## src/rtl/fft_cim_pkg.sv

```systemverilog
// Shared definitions for the fft_cim address-generation blocks.
package fft_cim_pkg;

  typedef enum logic {
    IDLE = 1'b0,
    RUN  = 1'b1
  } state_t;

  // Stage counter width: enough bits for 0..log2n-1, never narrower than one bit.
  function automatic int unsigned stg_width(input int unsigned log2n);
    int unsigned w;
    w = $clog2(log2n);
    return (w < 1) ? 1 : w;
  endfunction

  // Reverse the low w bits of v; bits at and above w come back as zero.
  function automatic logic [31:0] bit_rev(input logic [31:0] v, input int unsigned w);
    logic [31:0] r;
    r = '0;
    for (int unsigned i = 0; i < w; i++) begin
      r[i] = v[w-1-i];
    end
    return r;
  endfunction

endpackage

```

## src/rtl/mod_counter.sv

```systemverilog
// Modulo counter 0..MAX with synchronous clear and advance enable.
// wrap flags the cycle in which an enabled count rolls MAX back to 0.
module mod_counter #(
  parameter int unsigned W   = 4,
  parameter int unsigned MAX = 15
) (
  input  logic         clk,
  input  logic         rst,
  input  logic         clr,
  input  logic         en,
  output logic [W-1:0] q,
  output logic         wrap
);

  localparam logic [W-1:0] QMAX = W'(MAX);

  assign wrap = en & (q == QMAX);

  // Count register: reset/clear to zero, otherwise advance modulo MAX+1 when enabled.
  always_ff @(posedge clk) begin
    if (rst || clr) begin
      q <= '0;
    end else if (en) begin
      q <= (q == QMAX) ? '0 : q + W'(1);
    end
  end

endmodule

```

## src/rtl/fft_index_counter.sv

```systemverilog
// FFT butterfly index sequencer: inner index 0..N/2-1 nested inside stage 0..LOG2N-1,
// with start/abort control, stall enable, bit-reversed index and continuous-frame mode.
module fft_index_counter
  import fft_cim_pkg::*;
#(
  parameter  int unsigned LOG2N = 4,
  parameter  int unsigned FRM_W = 8,
  localparam int unsigned IDX_W = LOG2N - 1,
  localparam int unsigned STG_W = stg_width(LOG2N)
) (
  input  logic             clk,
  input  logic             rst,
  input  logic             start,
  input  logic             abort,
  input  logic             en,
  input  logic             cont,
  output logic             busy,
  output logic [IDX_W-1:0] idx,
  output logic [IDX_W-1:0] idx_rev,
  output logic [STG_W-1:0] stage,
  output logic             last,
  output logic             done,
  output logic [FRM_W-1:0] frames
);

  localparam int unsigned IDX_MAX = (2 ** IDX_W) - 1;
  localparam logic [IDX_W-1:0] IDX_LAST = IDX_W'(IDX_MAX);
  localparam logic [STG_W-1:0] STG_LAST = STG_W'(LOG2N - 1);

  state_t state;
  logic   step;
  logic   idx_wrap;
  logic   stg_wrap;

  // A step is only accepted while running; abort overrides it in the same cycle.
  assign step = (state == RUN) & en & ~abort;

  // The final step wraps both counters to zero on their own, so a continuous-mode
  // restart needs no explicit clear and leaves no bubble between frames.
  mod_counter #(
    .W   (IDX_W),
    .MAX (IDX_MAX)
  ) u_idx (
    .clk  (clk),
    .rst  (rst),
    .clr  (abort),
    .en   (step),
    .q    (idx),
    .wrap (idx_wrap)
  );

  mod_counter #(
    .W   (STG_W),
    .MAX (LOG2N - 1)
  ) u_stage (
    .clk  (clk),
    .rst  (rst),
    .clr  (abort),
    .en   (idx_wrap),
    .q    (stage),
    .wrap (stg_wrap)
  );

  assign busy    = (state == RUN);
  assign last    = busy & (stage == STG_LAST) & (idx == IDX_LAST);
  assign idx_rev = IDX_W'(bit_rev(32'(idx), IDX_W));

  // Control FSM with registered done pulse and completed-frame count.
  always_ff @(posedge clk) begin
    if (rst) begin
      state  <= IDLE;
      done   <= 1'b0;
      frames <= '0;
    end else if (abort) begin
      state <= IDLE;
      done  <= 1'b0;
    end else begin
      done <= 1'b0;
      case (state)
        IDLE: begin
          if (start) begin
            state <= RUN;
          end
        end
        RUN: begin
          if (step && stg_wrap) begin
            done   <= 1'b1;
            frames <= frames + FRM_W'(1);
            state  <= cont ? RUN : IDLE;
          end
        end
        default: state <= IDLE;
      endcase
    end
  end

endmodule

```

## config.mk

```make
export PLATFORM = sky130hd
export DESIGN_NAME = fft_index_counter
export DESIGN_NICKNAME = d
export VERILOG_FILES = /design/src/rtl/fft_cim_pkg.sv /design/src/rtl/mod_counter.sv /design/src/rtl/fft_index_counter.sv
export SDC_FILE = /design/constraint.sdc
export NUM_CORES = 1
export LEC_CHECK = 0
export BUFFER_PORTS_ARGS = -buffer_cell sky130_fd_sc_hd__buf_2
export CELL_PAD_IN_SITES_DETAIL_PLACEMENT = 1
export CELL_PAD_IN_SITES_GLOBAL_PLACEMENT = 2
export CORE_MARGIN = 3
export CORE_UTILIZATION = 24
export CTS_BUF_LIST = sky130_fd_sc_hd__clkbuf_16
export DETAILED_ROUTE_END_ITERATION = 16
export GPL_TIMING_DRIVEN = 1
export PLACE_DENSITY_LB_ADDON = 0.08
export SYNTH_ARGS = -nofsm -noshare
export SYNTH_HDL_FRONTEND = slang
export SYNTH_SLANG_ARGS = --single-unit
```

## constraint.sdc

```tcl
create_clock -name clk -period 1.65 [get_ports clk]
set_clock_uncertainty 0.15 [all_clocks]
set_input_delay 0.4125 -clock clk [delete_from_list [all_inputs] [get_ports clk]]
set_output_delay 0.4125 -clock clk [all_outputs]
set_load 0.005 [all_outputs]
```

==> flow_summary_export.csv <==
group,metric,value,unit
cts,cts_tree,"done",
synth,synth_seq_cells,15,
cells_and_area,drive_gt1_share,52.0,%
detailed_routing,num_vias,793,
synth,async_flop_share,0,%
status,violations,"setup timing",
cells_and_area,final_nets,138,
worst_hold_path,hp-start,"start",
grt,grt_pass1_wl,3790,um
cells_and_area,design_area,1220,um2
synth,synth_area_leader_cell,"dfxtp_1",
cells_and_area,final_core_util,43.1,%
placement,placedInstanceArea,1010,um2
synth,synth.yosys.warnings,0,
die,row_count,19,
grt,grt-ovfl-total,0,
status,status,"complete, but fails checks",
cts,insertion_delay,0.24,ns
grt,gr-usage-all-layers,13.8,%
placement,globalplace.congestion,0.743,
cells_and_area,diodes,0,
sta,slew_headroom,74.8,%
sta,min_period_over_period,109,%
power,powerDensity,708,nW/um2
synth,synthFlopType,"dfxtp_1",
setup_path,start_kind,"flip-flop",
sta,worst_slew_pin_slew,0.378,ns
synth,synth_cells,81,
power,ir_drop,0.000393,V
sta,hold_slack,0.283,ns
grt,grt_max_degree,11,
synth,synth_commonest_cells,"dfxtp_1 (15), a21oi_1 (13), nand2_1 (8)",
cts,cts-root-buf,"clkbuf_16",
detailed_routing,drt_iter0_markers,22,
placement,dpl.hpwl,1690,um
cts,numCtsBuffers,3,
sta,rsz0062_at_grt,"true",
die,start_util,25.9,%
setup_path,path_class,"reg2out",
synth,synth_cell_types,23,
detailed_routing,wl_per_cell,14.1,um
setup_path,cp.arrival,1.24,ns
cts,cts.clk_slew.worst_paths,0.05,ns
die,dieArea,3750,um2
setup_path,reg2reg_from,"u_idx.q[1]$_SDFFE_PP0N_",
cells_and_area,area_growth_syn_to_layout,66.7,%
sta,setup_violations,5,
detailed_routing,viasPerCell,5.02,
die,ios,25,
detailed_routing,route.detailed.drc,0,
detailed_routing,routed_wl,2230,um
detailed_routing,first_pass_iters,3,
grt,first_global_vias,803,
synth,syn-num-nets,91,
setup_path,end_kind,"output pin",
synth,ys_seq_area_share,41.0,%
synth,synth-edff-count,0,
placement,portBuffers,24,
cts,htree_levels,1,
synth,synth_area,732,um2
cts,clockBufferDepth,2,
power,leakagePower,0.533,nW
sta,final_max_slew_viol_count,0,
detailed_routing,final_antenna_net_count,0,
sta,fin_ws,-0.150,ns
worst_hold_path,min_path_type,"in2reg",
synth,synth_top_area_share,41.0,%
sta,max_freq,555,MHz
die,die_w,61.2,um
synth,synth.most_common_cell,"dfxtp_1",
sta,fin_crit,1.80,ns
die,coreArea,2830,um2
cts,clock-sinks,15,
sta,hold_viol,0,
setup_path,path_max_fanout,2,
run,drv_cap,0,
cts,ctsHoldBuffers,0,
grt,antenna_found_initial,0,
setup_path,crit_path_start,"u_idx.q[1]$_SDFFE_PP0N_",
die,die_h,61.2,um
synth,synth.area.top_cells,"dfxtp_1 (41%), a21oi_1 (8.9%), ha_1 (6.8%)",
setup_path,worstPathRequired,1.09,ns
synth,synth.avg_cell_area,9.04,um2
worst paths after layout:
path,end,slack (ns),cells after the start
hold / removal,busy$_SDFF_PP0_,0.28,3
hold reg to reg,frames[7]$_SDFFE_PP0P_,0.34,2
setup / recovery,last,-0.15,5
setup reg to reg,frames[5]$_SDFFE_PP0P_,-0.10,7
cells in the final DEF (no fill, tap or decap), types with 3 or more instances in the layout:
cell	instances
clkbuf_16	3
nor3_1	3
o31ai_1	4
buf_4	21
or4_1	5
a21oi_2	3
or3_1	3
dfxtp_1	13
nand2_1	8
ha_4	3
a21oi_1	10
buf_6	3
buf_2	23
flip-flops by register name, summed over array words and instances, names as in the netlist:
signal and flops:
u_stage.q 2, u_idx.q 3, busy 1, done 1
frames 8
power breakdown:
group / internal, mW / switching [mW] / total, mW
combinational: 0.0122 / 0.0160 / 0.0282
sequential: 0.364 / 0.00133 / 0.366
clock: 0.321 / 0.149 / 0.470
total: 0.698 / 0.166 / 0.864
kinds of logic after synthesis:
family	Yosys count	share of synthesized area, %
flip-flops	15	41.0
buffers and inverters	7	5.13
adder cells (fa/ha/maj)	4	6.84
AND/OR/NAND/NOR	34	30.6
AO/OA/AOI/OAI	21	16.4
metal layers:
layer | vias to the layer above | wire, um | share of wire, % | GRT usage (%)
met5 | - | 0 | 0 | 0
met4 | 0 | 11 | 0.49 | 3.72
met3 | 2 | 86 | 3.9 | 3.98
met2 | 16 | 1080 | 48 | 22.4
met1 | 376 | 1050 | 47 | 17.8
li1 | 399 | - | - | -
repair_timing:
item / in CTS / in global routing
pin swaps: 11 / 6
setup buffers: 6 / 2
gates resized for setup: 4 / 9
endpoints found under the setup margin: 4 / 10
critical path, cell delays in order (launching register included):
cell and delay [ns]:
dfxtp_2 0.33, ha_4 0.16, ha_4 0.15, buf_6 0.11, and3_4 0.14, buf_6 0.11
layout make-up:
cell class              instances  area (um2)
clock buffers                   3        75.1
clock inverters                 1        3.75
fillers                       342        1610
inverters                       1        3.75
multi-input cells              59         469
flip-flops and latches         15         303
well taps                      31        38.8
repair buffers                 48         327
per-stage QoR:
| step | worst slack, ns | instances | total power [mW] | TNS [ns] |
|---|---|---|---|---|
| 2_1_floorplan | 0.00551 | 81 | 0.385 | 0 |
| 3_3_place_gp | -0.0213 | 147 | 0.401 | -0.0325 |
| 3_5_place_dp | -0.0338 | 147 | 0.401 | -0.0990 |
| 4_1_cts | -0.160 | 157 | 0.881 | -0.586 |
| 5_1_grt | -0.182 | 158 | 0.903 | -0.933 |
| 6_report | -0.150 | 158 | 0.864 | -0.430 |
No activity file was read; power rests on OpenSTA's default activity.
